`config.mk`:
```
export PLATFORM = sky130hd
export DESIGN_NAME = xor_mismatch_monitor_flat
export DESIGN_NICKNAME = d
export VERILOG_FILES = /design/src/rtl/xor_mismatch_monitor_if.sv /design/src/rtl/xor_mismatch_monitor.sv /design/src/flat_wrapper.sv
export SDC_FILE = /design/constraint.sdc
export NUM_CORES = 1
export LEC_CHECK = 0
export ABC_AREA = 1
export BUFFER_PORTS_ARGS = -buffer_cell sky130_fd_sc_hd__buf_2
export CAP_MARGIN = 20
export CORE_MARGIN = 3
export CORE_UTILIZATION = 26
export DETAILED_ROUTE_END_ITERATION = 10
export PLACE_DENSITY = 0.42
export SLEW_MARGIN = 20
export SYNTH_ARGS = -nofsm -noshare
export SYNTH_HDL_FRONTEND = slang
export SYNTH_SLANG_ARGS = --single-unit
```
`constraint.sdc`:
```
create_clock -name clk -period 1.26 [get_ports clk]
set_input_delay 0.189 -clock clk [delete_from_list [all_inputs] [get_ports clk]]
set_output_delay 0.189 -clock clk [all_outputs]
set_load 0.02 [all_outputs]
```
`src/rtl/xor_mismatch_monitor_if.sv`:
```
// Bundles the monitored pair, clear requests and status outputs of the mismatch monitor.
// Signals: in1/in2/fault_clr/cnt_clr driven by master; out/suspect/fault/event_cnt driven by slave.
// master = environment driving the monitored signals, slave = the monitor itself.
interface xor_mismatch_monitor_if #(
   parameter int CNT_W = 8
);
   logic             in1;
   logic             in2;
   logic             fault_clr;
   logic             cnt_clr;
   logic             out;
   logic             suspect;
   logic             fault;
   logic [CNT_W-1:0] event_cnt;

   modport master (
      output in1, in2, fault_clr, cnt_clr,
      input  out, suspect, fault, event_cnt
   );

   modport slave (
      input  in1, in2, fault_clr, cnt_clr,
      output out, suspect, fault, event_cnt
   );
endinterface

```
`src/rtl/xor_mismatch_monitor.sv`:
```
// Debounced mismatch monitor for two redundant copies of a signal (OK/SUSPECT/FAIL FSM).
// Latency: out, suspect, fault, event_cnt are all registered, one cycle after the sampling edge.
// No backpressure: samples every edge. Ports: clk, rstn (async active-low), mon (slave modport).
module xor_mismatch_monitor #(
   parameter int DEBOUNCE = 3,
   parameter int CNT_W    = 8
) (
   input  logic                  clk,
   input  logic                  rstn,
   xor_mismatch_monitor_if.slave mon
);

   // Run counter must hold values up to DEBOUNCE-1; keep at least one bit.
   localparam int               RUN_W   = (DEBOUNCE < 2) ? 1 : $clog2(DEBOUNCE + 1);
   localparam logic [RUN_W-1:0] RUN_LIM = RUN_W'(DEBOUNCE);
   localparam logic [CNT_W-1:0] CNT_MAX = {CNT_W{1'b1}};

   typedef enum logic [1:0] {
      ST_OK      = 2'd0,
      ST_SUSPECT = 2'd1,
      ST_FAIL    = 2'd2
   } state_t;

   state_t           state;
   state_t           state_nxt;
   logic [RUN_W-1:0] run;
   logic [RUN_W-1:0] run_nxt;
   logic [RUN_W-1:0] run_inc;
   logic             mis;
   logic             enter_fail;

   logic             out_q;
   logic             suspect_q;
   logic             fault_q;
   logic [CNT_W-1:0] cnt_q;

   assign mis     = mon.in1 ^ mon.in2;
   assign run_inc = run + RUN_W'(1);

   // State and run counter registers.
   always_ff @(posedge clk or negedge rstn) begin
      if (!rstn) begin
         state <= ST_OK;
         run   <= '0;
      end else begin
         state <= state_nxt;
         run   <= run_nxt;
      end
   end

   // Next-state logic. fault_clr has priority in every state; in FAIL it also
   // masks the mismatch sampled on the same edge.
   always_comb begin
      state_nxt = state;
      run_nxt   = '0;
      if (mon.fault_clr) begin
         state_nxt = ST_OK;
      end else begin
         unique case (state)
            ST_OK: begin
               if (mis) begin
                  if (DEBOUNCE == 1) begin
                     state_nxt = ST_FAIL;
                  end else begin
                     state_nxt = ST_SUSPECT;
                     run_nxt   = RUN_W'(1);
                  end
               end
            end
            ST_SUSPECT: begin
               if (!mis) begin
                  state_nxt = ST_OK;
               end else if (run_inc == RUN_LIM) begin
                  state_nxt = ST_FAIL;
               end else begin
                  run_nxt = run_inc;
               end
            end
            ST_FAIL: begin
               state_nxt = ST_FAIL;
            end
            default: begin
               state_nxt = ST_OK;
            end
         endcase
      end
   end

   assign enter_fail = (state_nxt == ST_FAIL) && (state != ST_FAIL);

   // Registered outputs: decoding state_nxt into a flop gives a Moore output
   // that always equals the decode of the current state register.
   always_ff @(posedge clk or negedge rstn) begin
      if (!rstn) begin
         out_q     <= 1'b0;
         suspect_q <= 1'b0;
         fault_q   <= 1'b0;
         cnt_q     <= '0;
      end else begin
         out_q     <= mis;
         suspect_q <= (state_nxt == ST_SUSPECT);
         fault_q   <= (state_nxt == ST_FAIL);
         // A clear coinciding with a FAIL entry still records that entry.
         if (mon.cnt_clr) begin
            cnt_q <= enter_fail ? CNT_W'(1) : '0;
         end else if (enter_fail && (cnt_q != CNT_MAX)) begin
            cnt_q <= cnt_q + CNT_W'(1);
         end
      end
   end

   assign mon.out       = out_q;
   assign mon.suspect   = suspect_q;
   assign mon.fault     = fault_q;
   assign mon.event_cnt = cnt_q;

endmodule

```
`src/flat_wrapper.sv`:
```
// flat-port wrapper written by rule: the top's interface ports become plain ports
module xor_mismatch_monitor_flat 
#(
   parameter int DEBOUNCE = 3,
   parameter int CNT_W    = 8
)
  (clk, rstn, mon_in1, mon_in2, mon_fault_clr, mon_cnt_clr, mon_out, mon_suspect, mon_fault, mon_event_cnt);
  xor_mismatch_monitor_if #(.CNT_W(CNT_W)) mon_i ();
  input  logic clk;
  input  logic rstn;
  input wire logic [$bits(mon_i.in1)-1:0] mon_in1;
  input wire logic [$bits(mon_i.in2)-1:0] mon_in2;
  input wire logic [$bits(mon_i.fault_clr)-1:0] mon_fault_clr;
  input wire logic [$bits(mon_i.cnt_clr)-1:0] mon_cnt_clr;
  output wire logic [$bits(mon_i.out)-1:0] mon_out;
  output wire logic [$bits(mon_i.suspect)-1:0] mon_suspect;
  output wire logic [$bits(mon_i.fault)-1:0] mon_fault;
  output wire logic [$bits(mon_i.event_cnt)-1:0] mon_event_cnt;
  assign mon_i.in1 = mon_in1;
  assign mon_i.in2 = mon_in2;
  assign mon_i.fault_clr = mon_fault_clr;
  assign mon_i.cnt_clr = mon_cnt_clr;
  assign mon_out = mon_i.out;
  assign mon_suspect = mon_i.suspect;
  assign mon_fault = mon_i.fault;
  assign mon_event_cnt = mon_i.event_cnt;
  xor_mismatch_monitor #(.DEBOUNCE(DEBOUNCE), .CNT_W(CNT_W)) u_core (.clk(clk), .rstn(rstn), .mon(mon_i));
endmodule
```
==> flow_summary_export.csv <==
group,metric,value,unit
detailed_routing,firstDrtPassIters,4,
power_and_ir_drop,ir_worst_vdd,0.6092,mV
logic_synthesis,synth_xor_area_share,3.013,%
worst_setup_path,worstSetupStartpointType,"flop",
worst_setup_path,required,1.44,ns
place,dp_hpwl,1.464,mm
detailed_routing,vias,779,
floorplan,fp.dieW,63.92,um
logic_synthesis,ys_seq_area_share,43.04,%
detailed_routing,drtIter0Drc,44,
detailed_routing,viasPerCell,4.211,
logic_synthesis,async_flop_share,100.0,%
grt,grt_pass1_vias,751,
logic_synthesis,synth_top_family_by_area,"simple AND/OR/NAND/NOR gates",
power_and_ir_drop,p_seq_share,58.2,%
logic_synthesis,synth_common_cells,"nand2_1, inv_1, dfrtp_1, nand3_1, nor2_1",
logic_synthesis,synth_mux_area_share,0,%
logic_synthesis,synth.area.top_cells,"dfrtp_1, nand2_1, inv_1, nand3_1, nand4_1",
grt,globalRoute.totalOverflow,0,
clock_network,cts_root_buffer,"clkbuf_4",
floorplan,pin_count,17,
grt,grt_pass1_wl,3.470,mm
floorplan,start_util,27.88,%
logic_synthesis,yosysMostFrequentCell,"nand2_1",
detailed_routing,drc,0,
logic_synthesis,synthFlopType,"dfrtp_1",
clock_network,cts_max_path_buffers,2,
grt,grt_max_degree,16,
place,placed_cells,173,
final_layout,fin_area,1217,sq um
floorplan,die_h,63.92,um
timing,period_needed,1.316,ns
floorplan,rows,20,
power_and_ir_drop,switching_share,25.31,%
timing,setup_viol,8,
timing,max-slew-margin-rel,76.39,%
worst_setup_path,worstSetupPathType,"flop to flop",
logic_synthesis,synth_compound_area_share,2.869,%
final_layout,final_util,38.92,%
final_layout,syn2layout_area_growth,39.60,%
logic_synthesis,ys_seq_elements,15,
clock_network,clock_sinks,15,
clock_network,insertion_delay,0.29,ns
final_layout,nNetsFinal,149,
logic_synthesis,yosys_warnings,0,
power_and_ir_drop,pwr-share-clk,32.7,%
timing,fmax,0.7596,GHz
timing,setup_slack,-0.05643,ns
logic_synthesis,synth_cells,107,
clock_network,path_clk_slew,0.10,ns
power_and_ir_drop,power_leakage,0.6359,nW
final_layout,drive_gt1_share,40.43,%
logic_synthesis,post_synth_num_cell_types,21,
detailed_routing,drtAntennaViolNets,0,
logic_synthesis,yosysTopAreaCell,"dfrtp_1",
timing,fin_crit_sh,104.5,%
floorplan,die-area,4085,sq um
floorplan,core-area,3128,sq um
hold_path,hp-class,"primary input to flop",
run,cap_violations,0,
place,placedInstanceArea,1070,sq um
grt,grt_antenna_before_repair,0,
timing,worst_pin_slew,0.3541,ns
final_layout,num_antenna_cells,0,
worst_setup_path,worstPathArrival,1.50,ns
power_and_ir_drop,comb_power_share,9.0,%
logic_synthesis,yosysTopAreaCellShare,43.04,%
clock_network,cts_tree,"yes",
power_and_ir_drop,p_int,634.0,uW
clock_network,ctsHtreeMaxLevel,1,
logic_synthesis,syn_area,872.1,sq um
logic_synthesis,synthAdderAreaFrac,1.435,%
timing,hold_viol,0,
grt,grt_use_total,10.73,%
place,globalplace.congestion,0.7392,
worst_setup_path,crit_fanout,8,
logic_synthesis,syn-num-nets,114,
run_status,status,"finished with violations",
worst_setup_path,setup.worst_path.end_class,"flop",
timing,clock_skew,0.006854,ns
clock_network,numCtsBuffers,3,
power_and_ir_drop,power.net_switching,214.8,uW
logic_synthesis,synth_edf_count,0,
final_layout,final_cells,185,
logic_synthesis,syn_avg_cell_area,8.150,sq um
logic_synthesis,synth-simple-area-share,40.46,%
run_status,violations,"negative setup slack",
power_and_ir_drop,cellPowerDensity,697.2,nW/um^2
detailed_routing,routedWlPerCell,10.91,um
place,io_buffers,16,
timing,rsz0062_at_grt,"yes",
detailed_routing,drt_wl_total,2.018,mm
timing,slew_viol_final,0,
layout make-up:
class                   instances  area (sq um)
flip-flops and latches         15         380.4
inverters                      20         75.07
clock inverters                 1         5.005
well taps                      44         55.05
multi-input cells              71         469.2
repair buffers                 31         210.2
clock buffers                   3         22.52
fillers                       345          1911
final timing paths:
path                            cells after the start                     from  slack [ns]                 endpoint
worst max-delay path                                7  u_core.mon.event_cnt[0]       -0.06  u_core.mon.event_cnt[4]
worst min-delay path                                2            mon_fault_clr        0.15            u_core.run[1]
worst max register to register                      7  u_core.mon.event_cnt[0]       -0.06  u_core.mon.event_cnt[4]
worst min register to register                      3            u_core.run[1]        0.55            u_core.run[1]
max in group asynchronous                           2                     rstn        0.65  u_core.mon.event_cnt[3]
min in group asynchronous                           2                     rstn        0.33  u_core.mon.event_cnt[6]
cell usage in the layout, fill, tap and decap left out, types with 3 or more instances in the layout:
cell	n
dfrtp_2	4
nor2_1	9
dfrtp_1	11
nand3_1	6
xor2_1	3
nand2_1	20
inv_1	19
nand3_2	6
clkbuf_4	3
buf_4	14
a21oi_1	5
nand4_1	8
buf_2	15
power by group through the flow:
stage,logic (mW),clock network [mW],registers (mW)
after floorplan,0.0274,0,0.510
after global routing,0.0846,0.325,0.496
after global placement,0.0688,0,0.504
after detailed placement,0.0695,0,0.504
final,0.0765,0.278,0.494
after CTS,0.0729,0.301,0.495
stage by stage:
stage / setup WS (ns) / hold WS [ns] / setup TNS [ns] / power, mW
3_5_place_dp: -0.04300 / 0.1240 / -0.08705 / 0.5737
6_report: -0.05643 / 0.1469 / -0.3583 / 0.8488
2_1_floorplan: 0.007199 / -0.1066 / 0 / 0.5377
4_1_cts: -0.04184 / 0.1324 / -0.1662 / 0.8692
3_3_place_gp: -0.01192 / 0.1236 / -0.01192 / 0.5728
5_1_grt: -0.1143 / 0.1181 / -0.8460 / 0.9050
what timing repair did:
item	in CTS	in global routing
hold buffers	1	0
gates resized for setup	7	4
endpoints found under the hold margin	15	0
endpoints found under the setup margin	8	9
buffers inserted	4	3
pin swaps	4	8
worst max-delay path: stages, from the launching register on:
cell     delay (ns)
dfrtp_2        0.44
ha_4           0.18
nand3_4        0.09
nor2_4         0.04
nand2_4        0.09
nand4_4        0.18
nand3_2        0.13
nand2_1        0.05
registers in the layout, summed over array words and instances, names as in the netlist:
register              cells
u_core.state              2
u_core.mon.event_cnt      8
u_core.mon.fault          1
u_core.run                2
u_core.mon.out            1
u_core.mon.suspect        1
routing by layer:
layer | vias up | GRT usage [%] | wire, um
met2 | 18 | 15.87 | 945
met1 | 343 | 14.29 | 921
li1 | 412 | - | -
met4 | 0 | 4.313 | 48
met3 | 6 | 3.515 | 102
met5 | - | 0 | 0
logic make-up (layout without fill, tap and decap cells):
logic type / after synthesis / after routing
buffers and inverters: 21 / 55
AO/OA/AOI/OAI: 5 / 5
XOR/XNOR: 3 / 3
adder cells (fa/ha/maj): 1 / 1
flip-flops: 15 / 15
AND/OR/NAND/NOR: 62 / 62
No activity file was read; power rests on OpenSTA's default activity.
